[config.mk]
export PLATFORM = sky130hd
export DESIGN_NAME = mem_stage_flat
export DESIGN_NICKNAME = d
export VERILOG_FILES = /design/src/rtl/pipe_pkg.sv /design/src/rtl/mem_stage_if.sv /design/src/rtl/mem_access_fsm.sv /design/src/rtl/mem_stage.sv /design/src/flat_wrapper.sv
export SDC_FILE = /design/constraint.sdc
export NUM_CORES = 1
export LEC_CHECK = 0
export ABC_AREA = 1
export CAP_MARGIN = 20
export CORE_AREA = 2 2 238 240
export CTS_BUF_LIST = sky130_fd_sc_hd__clkbuf_4 sky130_fd_sc_hd__clkbuf_8 sky130_fd_sc_hd__clkbuf_16
export CTS_CLUSTER_DIAMETER = 150
export CTS_CLUSTER_SIZE = 12
export DETAILED_ROUTE_END_ITERATION = 16
export DIE_AREA = 0 0 240 242
export PLACE_DENSITY = 0.52
export SLEW_MARGIN = 0
export SYNTH_ARGS = -nofsm -noshare
export SYNTH_HDL_FRONTEND = slang
export SYNTH_HIERARCHICAL = 1
export SYNTH_SLANG_ARGS = --single-unit
[constraint.sdc]
create_clock -name clk -period 2.9 [get_ports clk]
set_input_delay 0.87 -clock clk [delete_from_list [all_inputs] [get_ports clk]]
set_output_delay 0.87 -clock clk [all_outputs]
set_load 0.01 [all_outputs]
[src/rtl/pipe_pkg.sv]
// ---------------------------------------------------------------------------
// pipe_pkg
// Shared types and constants for the LEGv8 memory stage.
//   REG_W        : width of a register specifier (rd)
//   mem_state_t  : state of the data-memory access controller
//   ctrl_m_t     : control bits carried by the EX/MEM pipeline register
// ---------------------------------------------------------------------------
package pipe_pkg;

    localparam int REG_W = 5;

    typedef enum logic [1:0] {
        IDLE  = 2'd0,
        BUSY  = 2'd1,
        FAULT = 2'd2
    } mem_state_t;

    typedef struct packed {
        logic branch;
        logic memRead;
        logic memWrite;
        logic regWrite;
        logic memtoReg;
    } ctrl_m_t;

endpackage

[src/rtl/mem_stage_if.sv]
// ---------------------------------------------------------------------------
// mem_stage_if
// Request/acknowledge bus between the memory stage and the data memory.
//   master : the pipeline side (drives address, data, access type, request)
//   slave  : the memory side (drives acknowledge and read data)
// Signals:
//   memAddr, memWriteData : address and store data, valid while memReq=1
//   memRead, memWrite     : access type, qualified by memReq
//   memReq                : access request
//   memAck                : access complete, memReadData valid same cycle
//   memReadData           : load data
// ---------------------------------------------------------------------------
interface mem_stage_if #(
    parameter int N = 64
);

    logic [N-1:0] memAddr;
    logic [N-1:0] memWriteData;
    logic         memRead;
    logic         memWrite;
    logic         memReq;
    logic         memAck;
    logic [N-1:0] memReadData;

    modport master (
        output memAddr,
        output memWriteData,
        output memRead,
        output memWrite,
        output memReq,
        input  memAck,
        input  memReadData
    );

    modport slave (
        input  memAddr,
        input  memWriteData,
        input  memRead,
        input  memWrite,
        input  memReq,
        output memAck,
        output memReadData
    );

endinterface

[src/rtl/mem_access_fsm.sv]
// ---------------------------------------------------------------------------
// mem_access_fsm
// Data-memory request/acknowledge controller with a timeout watchdog.
// Ports:
//   clk, reset : core clock (rising edge), asynchronous active-low reset
//   mem_op     : the instruction in M is a valid load or store
//   mem_ack    : memory acknowledge
//   mem_req    : request to memory (suppressed once faulted)
//   stall      : freeze upstream stages
//   fault      : sticky timeout fault, cleared only by reset
// ---------------------------------------------------------------------------
module mem_access_fsm #(
    parameter int TIMEOUT = 16
) (
    input  logic clk,
    input  logic reset,
    input  logic mem_op,
    input  logic mem_ack,
    output logic mem_req,
    output logic stall,
    output logic fault
);

    import pipe_pkg::*;

    localparam int                CNT_W     = $clog2(TIMEOUT + 1);
    localparam logic [CNT_W-1:0] LAST_WAIT = CNT_W'(TIMEOUT - 1);

    mem_state_t       state;
    mem_state_t       state_next;
    logic [CNT_W-1:0] count;
    logic [CNT_W-1:0] count_next;

    always_ff @(posedge clk or negedge reset) begin
        if (!reset) begin
            state <= IDLE;
            count <= '0;
        end else begin
            state <= state_next;
            count <= count_next;
        end
    end

    // The counter holds the number of request cycles already spent without
    // an acknowledge; the access gives up after TIMEOUT such cycles.
    always_comb begin
        state_next = state;
        count_next = count;
        unique case (state)
            IDLE: begin
                if (mem_op && !mem_ack) begin
                    state_next = BUSY;
                    count_next = CNT_W'(1);
                end
            end
            BUSY: begin
                if (mem_ack) begin
                    state_next = IDLE;
                    count_next = '0;
                end else begin
                    count_next = count + CNT_W'(1);
                    if (count == LAST_WAIT) begin
                        state_next = FAULT;
                    end
                end
            end
            FAULT: begin
                state_next = FAULT;
            end
            default: begin
                state_next = IDLE;
                count_next = '0;
            end
        endcase
    end

    always_comb begin
        fault   = (state == FAULT);
        mem_req = mem_op && (state != FAULT);
        stall   = (mem_req && !mem_ack) || fault;
    end

endmodule

[src/rtl/mem_stage.sv]
// ---------------------------------------------------------------------------
// mem_stage
// Memory stage of the pipelined LEGv8 core: EX/MEM register, data-memory
// access control, branch resolution and MEM/WB register.
// Ports:
//   clk, reset        : core clock, asynchronous active-low reset
//   *_E               : instruction leaving execute (valid, flush, branch
//                       target, ALU result/address, store data, zero flag,
//                       control bits, destination register)
//   mem               : data-memory bus (master side)
//   stall_M           : freeze fetch/decode/execute registers
//   PCSrc_M, PCBranch_M : branch decision and target
//   *_W               : results handed to write-back
//   fault_M           : sticky memory-timeout fault
// ---------------------------------------------------------------------------
module mem_stage
    import pipe_pkg::*;
#(
    parameter int N       = 64,
    parameter int TIMEOUT = 16
) (
    input  logic             clk,
    input  logic             reset,

    input  logic             valid_E,
    input  logic             flush_E,
    input  logic [N-1:0]     PCBranch_E,
    input  logic [N-1:0]     aluResult_E,
    input  logic [N-1:0]     writeData_E,
    input  logic             zero_E,
    input  logic             branch_E,
    input  logic             memRead_E,
    input  logic             memWrite_E,
    input  logic             regWrite_E,
    input  logic             memtoReg_E,
    input  logic [REG_W-1:0] rd_E,

    mem_stage_if.master      mem,

    output logic             stall_M,
    output logic             PCSrc_M,
    output logic [N-1:0]     PCBranch_M,
    output logic [N-1:0]     readData_W,
    output logic [N-1:0]     aluResult_W,
    output logic [REG_W-1:0] rd_W,
    output logic             regWrite_W,
    output logic             memtoReg_W,
    output logic             valid_W,
    output logic             fault_M
);

    logic             valid_m;
    ctrl_m_t          ctrl_m;
    logic [N-1:0]     alu_m;
    logic [N-1:0]     write_data_m;
    logic             zero_m;
    logic [REG_W-1:0] rd_m;
    logic             mem_op;
    logic             mem_req;

    // EX/MEM register. While stalled the instruction in M is held, so a
    // flush arriving during a stall cannot touch it.
    always_ff @(posedge clk or negedge reset) begin
        if (!reset) begin
            valid_m      <= 1'b0;
            ctrl_m       <= '0;
            alu_m        <= '0;
            write_data_m <= '0;
            zero_m       <= 1'b0;
            rd_m         <= '0;
            PCBranch_M   <= '0;
        end else if (!stall_M) begin
            valid_m      <= valid_E & ~flush_E;
            ctrl_m       <= '{branch:   branch_E,
                              memRead:  memRead_E,
                              memWrite: memWrite_E,
                              regWrite: regWrite_E,
                              memtoReg: memtoReg_E};
            alu_m        <= aluResult_E;
            write_data_m <= writeData_E;
            zero_m       <= zero_E;
            rd_m         <= rd_E;
            PCBranch_M   <= PCBranch_E;
        end
    end

    assign mem_op = valid_m & (ctrl_m.memRead | ctrl_m.memWrite);

    mem_access_fsm #(
        .TIMEOUT (TIMEOUT)
    ) u_fsm (
        .clk     (clk),
        .reset   (reset),
        .mem_op  (mem_op),
        .mem_ack (mem.memAck),
        .mem_req (mem_req),
        .stall   (stall_M),
        .fault   (fault_M)
    );

    // Bus fields are gated by the request so the memory never sees a
    // stale address or access type from an idle or faulted stage.
    assign mem.memReq       = mem_req;
    assign mem.memAddr      = mem_req ? alu_m : '0;
    assign mem.memWriteData = mem_req ? write_data_m : '0;
    assign mem.memRead      = mem_req & ctrl_m.memRead;
    assign mem.memWrite     = mem_req & ctrl_m.memWrite;

    assign PCSrc_M = valid_m & ctrl_m.branch & zero_m;

    // MEM/WB register. A stall edge inserts a bubble so an instruction held
    // in M for several cycles reaches write-back exactly once.
    always_ff @(posedge clk or negedge reset) begin
        if (!reset) begin
            readData_W  <= '0;
            aluResult_W <= '0;
            rd_W        <= '0;
            regWrite_W  <= 1'b0;
            memtoReg_W  <= 1'b0;
            valid_W     <= 1'b0;
        end else if (!stall_M) begin
            readData_W  <= ctrl_m.memRead ? mem.memReadData : '0;
            aluResult_W <= alu_m;
            rd_W        <= rd_m;
            regWrite_W  <= valid_m & ctrl_m.regWrite;
            memtoReg_W  <= ctrl_m.memtoReg;
            valid_W     <= valid_m;
        end else begin
            regWrite_W  <= 1'b0;
            valid_W     <= 1'b0;
        end
    end

endmodule
[src/flat_wrapper.sv]
// flat-port wrapper written by rule: the top's interface ports become plain ports
module mem_stage_flat import pipe_pkg::*;
#(
    parameter int N       = 64,
    parameter int TIMEOUT = 16
)
  (clk, reset, valid_E, flush_E, PCBranch_E, aluResult_E, writeData_E, zero_E, branch_E, memRead_E, memWrite_E, regWrite_E, memtoReg_E, rd_E, stall_M, PCSrc_M, PCBranch_M, readData_W, aluResult_W, rd_W, regWrite_W, memtoReg_W, valid_W, fault_M, mem_memAddr, mem_memWriteData, mem_memRead, mem_memWrite, mem_memReq, mem_memAck, mem_memReadData);
  mem_stage_if #(.N(N)) mem_i ();
  input  logic clk;
  input  logic reset;
  input  logic valid_E;
  input  logic flush_E;
  input  logic [N-1:0] PCBranch_E;
  input  logic [N-1:0] aluResult_E;
  input  logic [N-1:0] writeData_E;
  input  logic zero_E;
  input  logic branch_E;
  input  logic memRead_E;
  input  logic memWrite_E;
  input  logic regWrite_E;
  input  logic memtoReg_E;
  input  logic [REG_W-1:0] rd_E;
  output logic stall_M;
  output logic PCSrc_M;
  output logic [N-1:0] PCBranch_M;
  output logic [N-1:0] readData_W;
  output logic [N-1:0] aluResult_W;
  output logic [REG_W-1:0] rd_W;
  output logic regWrite_W;
  output logic memtoReg_W;
  output logic valid_W;
  output logic fault_M;
  output wire logic [$bits(mem_i.memAddr)-1:0] mem_memAddr;
  output wire logic [$bits(mem_i.memWriteData)-1:0] mem_memWriteData;
  output wire logic [$bits(mem_i.memRead)-1:0] mem_memRead;
  output wire logic [$bits(mem_i.memWrite)-1:0] mem_memWrite;
  output wire logic [$bits(mem_i.memReq)-1:0] mem_memReq;
  input wire logic [$bits(mem_i.memAck)-1:0] mem_memAck;
  input wire logic [$bits(mem_i.memReadData)-1:0] mem_memReadData;
  assign mem_memAddr = mem_i.memAddr;
  assign mem_memWriteData = mem_i.memWriteData;
  assign mem_memRead = mem_i.memRead;
  assign mem_memWrite = mem_i.memWrite;
  assign mem_memReq = mem_i.memReq;
  assign mem_i.memAck = mem_memAck;
  assign mem_i.memReadData = mem_memReadData;
  mem_stage #(.N(N), .TIMEOUT(TIMEOUT)) u_core (.clk(clk), .reset(reset), .valid_E(valid_E), .flush_E(flush_E), .PCBranch_E(PCBranch_E), .aluResult_E(aluResult_E), .writeData_E(writeData_E), .zero_E(zero_E), .branch_E(branch_E), .memRead_E(memRead_E), .memWrite_E(memWrite_E), .regWrite_E(regWrite_E), .memtoReg_E(memtoReg_E), .rd_E(rd_E), .mem(mem_i), .stall_M(stall_M), .PCSrc_M(PCSrc_M), .PCBranch_M(PCBranch_M), .readData_W(readData_W), .aluResult_W(aluResult_W), .rd_W(rd_W), .regWrite_W(regWrite_W), .memtoReg_W(memtoReg_W), .valid_W(valid_W), .fault_M(fault_M));
endmodule
# ---- Word level (Yosys, flattened, before mapping)
# Index checks and enable logic that the tools add are counted.
dict set report classes {
  n_addsub 1
  n_eq_ne 6
  mux 12
  n_bitwise 10
  n_reduce_logical 8
}
# operator count
set ops {}
lappend ops {{two-way mux 64 bit} 3}
lappend ops {{one-hot mux 5 bit (3 select lines)} 1}
lappend ops {{two-way mux 5 bit} 2}
lappend ops {{AND 1 bit} 7}
lappend ops {{two-way mux 2 bit} 3}
lappend ops {{one-hot mux 2 bit (3 select lines)} 1}
lappend ops {{adder 5 x 1 -> 5 bit, second input constant} 1}
lappend ops {{== test 5 x 4 -> 1 bit, second input constant} 1}
lappend ops {{!= test 2 bit, second input constant} 2}
lappend ops {{AND reduction 2 bit} 2}
lappend ops {{logical AND 1 bit} 3}
lappend ops {{!= test 3 bit, second input constant} 1}
lappend ops {{== test 2 x 1 -> 1 bit, second input constant} 1}
lappend ops {{== test 2 bit, second input constant} 1}
lappend ops {{zero test 2 bit} 1}
lappend ops {{two-way mux 1 bit} 2}
lappend ops {{NOT 1 bit} 2}
lappend ops {{zero test 1 bit} 1}
lappend ops {{logical OR 1 bit} 1}
lappend ops {{bitwise OR 1 bit} 1}
dict set report totals {
  regBits 347
  inputBits 272
  elab_cells 56
}

# ---- Longest topological paths before layout
dict set report logic_depth {
  ltp_word 6
  depth_mapped 12
  mapped_depth_nobuf 8
}

# ---- Modules after synthesis
# Netlist, hierarchy kept.
# module instances cells_each area_each_um2 seq_area_each_um2
set by_module_without_submodules {}
lappend by_module_without_submodules {mem_stage 1 1649 14203.6 8508.2}
lappend by_module_without_submodules {mem_access_fsm 1 60 425.4 175.2}

# ---- Worst setup path before layout
# OpenSTA, ideal clock, no wires.
dict set report synth_path {
  kind {register to output}
  from {register u_core/ctrl_m[3] (netlist bit)}
  to {output mem_memAddr[26]}
  arrival_ns 1.666
  t_required_ns 2.030
  path_slack_ns 0.364
  path_stages_with_launch 10
  n_path_buf 3
  cell_sequence {dfrtp_1 > buf_2 > nor2_1 > nor2_1 > inv_1 > nor2_1 > clkbuf_1 > buf_2 > nand2_1 > inv_1}
}
dict set report synth_between {
  elab_chain_len 4
}
# item line_no
set synth_rtl {}
lappend synth_rtl {{from (decl)} mem_stage.sv:53} ;# ctrl_m_t ctrl_m;
lappend synth_rtl {{from (signal assigned)} mem_stage.sv:74} ;# ctrl_m <= '{branch: branch_E,
lappend synth_rtl {{bitwise OR 1 bit} mem_stage.sv:87} ;# assign mem_op = valid_m & (ctrl_m.memRead | ctrl_m.memWrite);
lappend synth_rtl {{AND 1 bit} mem_stage.sv:87}
lappend synth_rtl {{named net u_core.mem_op} mem_stage.sv:58} ;# logic mem_op;
lappend synth_rtl {{logical AND 1 bit} mem_access_fsm.sv:79} ;# mem_req = mem_op && (state != FAULT);
lappend synth_rtl {{named net mem_memReq} flat_wrapper.sv:37} ;# output wire logic [$bits(mem_i.memReq)-1:0] mem_memReq;
lappend synth_rtl {{two-way mux 64 bit} mem_stage.sv:104} ;# assign mem.memAddr = mem_req ? alu_m : '0;
lappend synth_rtl {{to (decl)} flat_wrapper.sv:33} ;# output wire logic [$bits(mem_i.memAddr)-1:0] mem_memAddr;
# The timed path passes the listed nets, and every way through them passes these cells.

# ---- Final worst setup path
dict set report layout_path {
  from {register u_core/ctrl_m[3] (netlist bit)}
  to {output mem_memWriteData[2]}
}
dict set report layout_between {
  elab_chain_len 4
}
# item line_no
set layout_rtl {}
lappend layout_rtl {{bitwise OR 1 bit} mem_stage.sv:87}
lappend layout_rtl {{AND 1 bit} mem_stage.sv:87}
lappend layout_rtl {{named net u_core.mem_op} mem_stage.sv:58}
lappend layout_rtl {{logical AND 1 bit} mem_access_fsm.sv:79}
lappend layout_rtl {{two-way mux 64 bit} mem_stage.sv:105} ;# assign mem.memWriteData = mem_req ? write_data_m : '0;
lappend layout_rtl {{to (decl)} flat_wrapper.sv:34} ;# output wire logic [$bits(mem_i.memWriteData)-1:0] mem_memWriteData;
# The timed path passes the listed nets, and every way through them passes these cells.

==> results_dict.tcl <==
set metrics [dict create \
    ir_drop_v 0.000293 \
    clock.fmax_mhz 333 \
    leakagePower_nw 12.8 \
    die_height_um 242 \
    drv_cap 0 \
    grt_pass1_wl_um 79100 \
    critPathSlowestCell "dfrtp_2" \
    dieArea_um2 58100 \
    synth_top_area_share_pct 59.4 \
    hp-class "input pin to async pin" \
    critPathRequiredTime_ns 2.03 \
    cp_cell_sequence "nor2_4 -> nor2_4 -> inv_2 -> nor2_4 -> buf_12 -> buf_12 -> buf_8 -> buf_16 -> buf_6 -> nand2_4 -> inv_2 -> buf_6" \
    setup_ws_ns -0.101 \
    cts_tree "built" \
    violations "setup timing" \
    synth_area_leader_cell "dfrtp_1" \
    nets 2637 \
    ys.flop_type "dfrtp_1" \
    finalHoldViolCount 0 \
    slew_headroom_pct 42.9 \
    boundaryPins 606 \
    clk_latency_ns 0.54 \
    hpwlAfterDp_um 36200 \
    core.rowCount 87 \
    routed_wl_um 53000 \
    gp_congestion 0.806 \
    avgViaCountPerCell 4.18 \
    antenna_found_initial 6 \
    power_mw 9.49 \
    port-buffer-count 605 \
    dr_total_vias 13100 \
    fp.dieW_um 240 \
    grt_pass1_vias 13200 \
    seq_area_frac_synth_pct 59.4 \
    h-tree-depth 2 \
    clock_path_buffers 3 \
    routedWlPerCell_um 17.0 \
    yosys-top-cells-count "nand2_1 (823), dfrtp_1 (347), inv_1 (209)" \
    clkTransAtPathRegs_ns 0.06 \
    synth_area_leaders "dfrtp_1 (59%), nand2_1 (21%), inv_1 (5.4%)" \
    area_delta_synth_final_pct 63.7 \
    tightest_slew_ns 0.856 \
    cts_buffers 34 \
    core_area_um2 55700 \
    grt_max_degree 172 \
    critical_path.max_fanout 7 \
    rsz0062_at_grt "yes" \
    synth_cells 1709 \
    synth_edf_count 0 \
    min_period_over_period_pct 103 \
    fillCellCount 5566 \
    syn_area_um2 14600 \
    cp-end-kind "output pin" \
    cp_common_cell "nor2_4" \
    netlist-cell-type-count 24 \
    slew_viol_final 0 \
    status "complete, but fails checks" \
    postSynthAreaPerCell_um2 8.56 \
    initial_core_util_pct 26.2 \
    post_route_cells_drive_above_1_share_pct 20.9 \
    grtUsageTotal_pct 17.7 \
    clock-root-buffer "clkbuf_16" \
    critPathLaunchType "flop" \
    crit_type "flop to output pin" \
    finClkSkew_ns 0.0152 \
    drtIter0Drc 756 \
    ant_nets 0 \
    ys_ff_latch 347 \
    setup_viol 32 \
    async_flop_share_pct 100 \
    critical-path-max-stage-delay_ns 0.42 \
    arrival_ns 2.13 \
    cts.sinks 347 \
    overflow 0 \
    layout_min_cycle_time_ns 3.00 \
    whs_ns 0.253 \
    powerDensity_nw_per_um2 396 \
    route.detailed.drc 0 \
    firstDrtPassIters 6 \
    synth_most_common_cell "nand2_1" \
    yosys_warnings 6 \
    synth_fp_nets 1983 \
    cts_hold_buffers 0 \
]
[worst paths after layout]
kind,from,slack [ns],depth (start not counted),to
worst min register to register,u_core/write_data_m[42],0.47,2,u_core/write_data_m[42]
worst max register to register,u_core/ctrl_m[2],0.66,10,u_core/aluResult_W[60]
worst max-delay path,u_core/ctrl_m[3],-0.10,12,mem_memWriteData[2]
worst min-delay path,reset,0.25,1,u_core/aluResult_W[37]
max in group asynchronous,reset,1.85,3,u_core/PCBranch_M[62]
min in group clk,u_core/write_data_m[42],0.47,2,u_core/write_data_m[42]
[layout by cell type (no fill, tap or decap), types with 9 or more instances in the layout]
master           synthesis  final
buf_12                   0     28
buf_2                   39     16
buf_4                    6     49
buf_6                   33    110
buf_8                    1     10
clkbuf_16                0     40
clkdlybuf4s15_2          0      9
clkdlybuf4s50_1          0    472
dfrtp_1                347    346
inv_1                  209    133
inv_2                    2     73
nand2_1                823    739
nand2_2                  4     29
nand2_4                  0     59
nand3_1                 67     67
o21ai_0                 84     84
o21ai_2                 50     50
[layer usage]
metal,vias to the layer above,GRT usage [%],routed length (µm)
li1,6401,-,-
met1,6179,21.3,21300
met2,394,29.9,26000
met3,76,5.96,4410
met4,10,4.82,1300
met5,-,0,66
[what timing repair did]
item                                    4_1_cts  5_1_grt
endpoints found under the setup margin      132      131
resized for setup                           583      296
buffers inserted                             27       27
gates cloned                                  9        3
endpoints found under the hold margin         0        0
pin swaps                                     2        3
[power breakdown]
group / switching [mW] / internal [mW] / total, mW
logic: 0.161 / 0.339 / 0.501
clock network: 1.88 / 2.27 / 4.15
registers: 0 / 4.84 / 4.84
[worst max-delay path: cells and delay by family, from the launching register on]
family	cells	cell delay [ns]
buffers and inverters	8	0.85
and+or+nand+nor	4	0.31
DFF	1	0.42
[flip-flops by register name (all words and copies together) (netlist names)]
register and flops:
u_core/rd_m 5, u_core/write_data_m 64, u_core/readData_W 64, u_core/aluResult_W 64, u_core/PCBranch_M 64, u_core/u_fsm/count 5
u_core/ctrl_m 5, u_core/regWrite_W 1, u_core/zero_m 1, u_core/alu_m 64, u_core/memtoReg_W 1, u_core/valid_W 1
u_core/u_fsm/state 2, u_core/rd_W 5, u_core/valid_m 1
[logic make-up (layout without fill, tap and decap cells)]
logic type               count (synthesis)  in the layout  synth area share [%]
flip-flops                             347            347                  59.4
other                                    0              1                     0
buffers and inverters                  308            965                  10.2
AND/OR/NAND/NOR                        909            909                  24.1
adder cells (fa/ha/maj)                  2              2                 0.171
AO/OA/AOI/OAI                          143            143                  6.19
[per-stage QoR]
step	utilization [%]	worst slack (ns)	std cells	instance area [µm²]	TNS, ns
detailed placement	38.8	-0.0298	3026	21600	-0.0298
floorplan	-	0.364	1709	14600	0
finish	43.0	-0.101	3123	24000	-1.88
CTS	41.3	-0.222	3101	23000	-6.99
global placement	38.8	-0.0736	3026	21600	-0.0736
global route	43.0	-0.239	3123	24000	-14.48
[layout make-up]
type | count | area, µm² | area share, %
sequential | 347 | 8680 | 36.3
clock buffer | 39 | 941 | 3.93
tap | 756 | 946 | 3.95
multi-input combinational | 1054 | 4980 | 20.8
antenna | 1 | 2.50 | 0.0104
timing repair buffer | 714 | 7580 | 31.6
inverter | 212 | 821 | 3.43
Power figures use the tool's default switching activity.
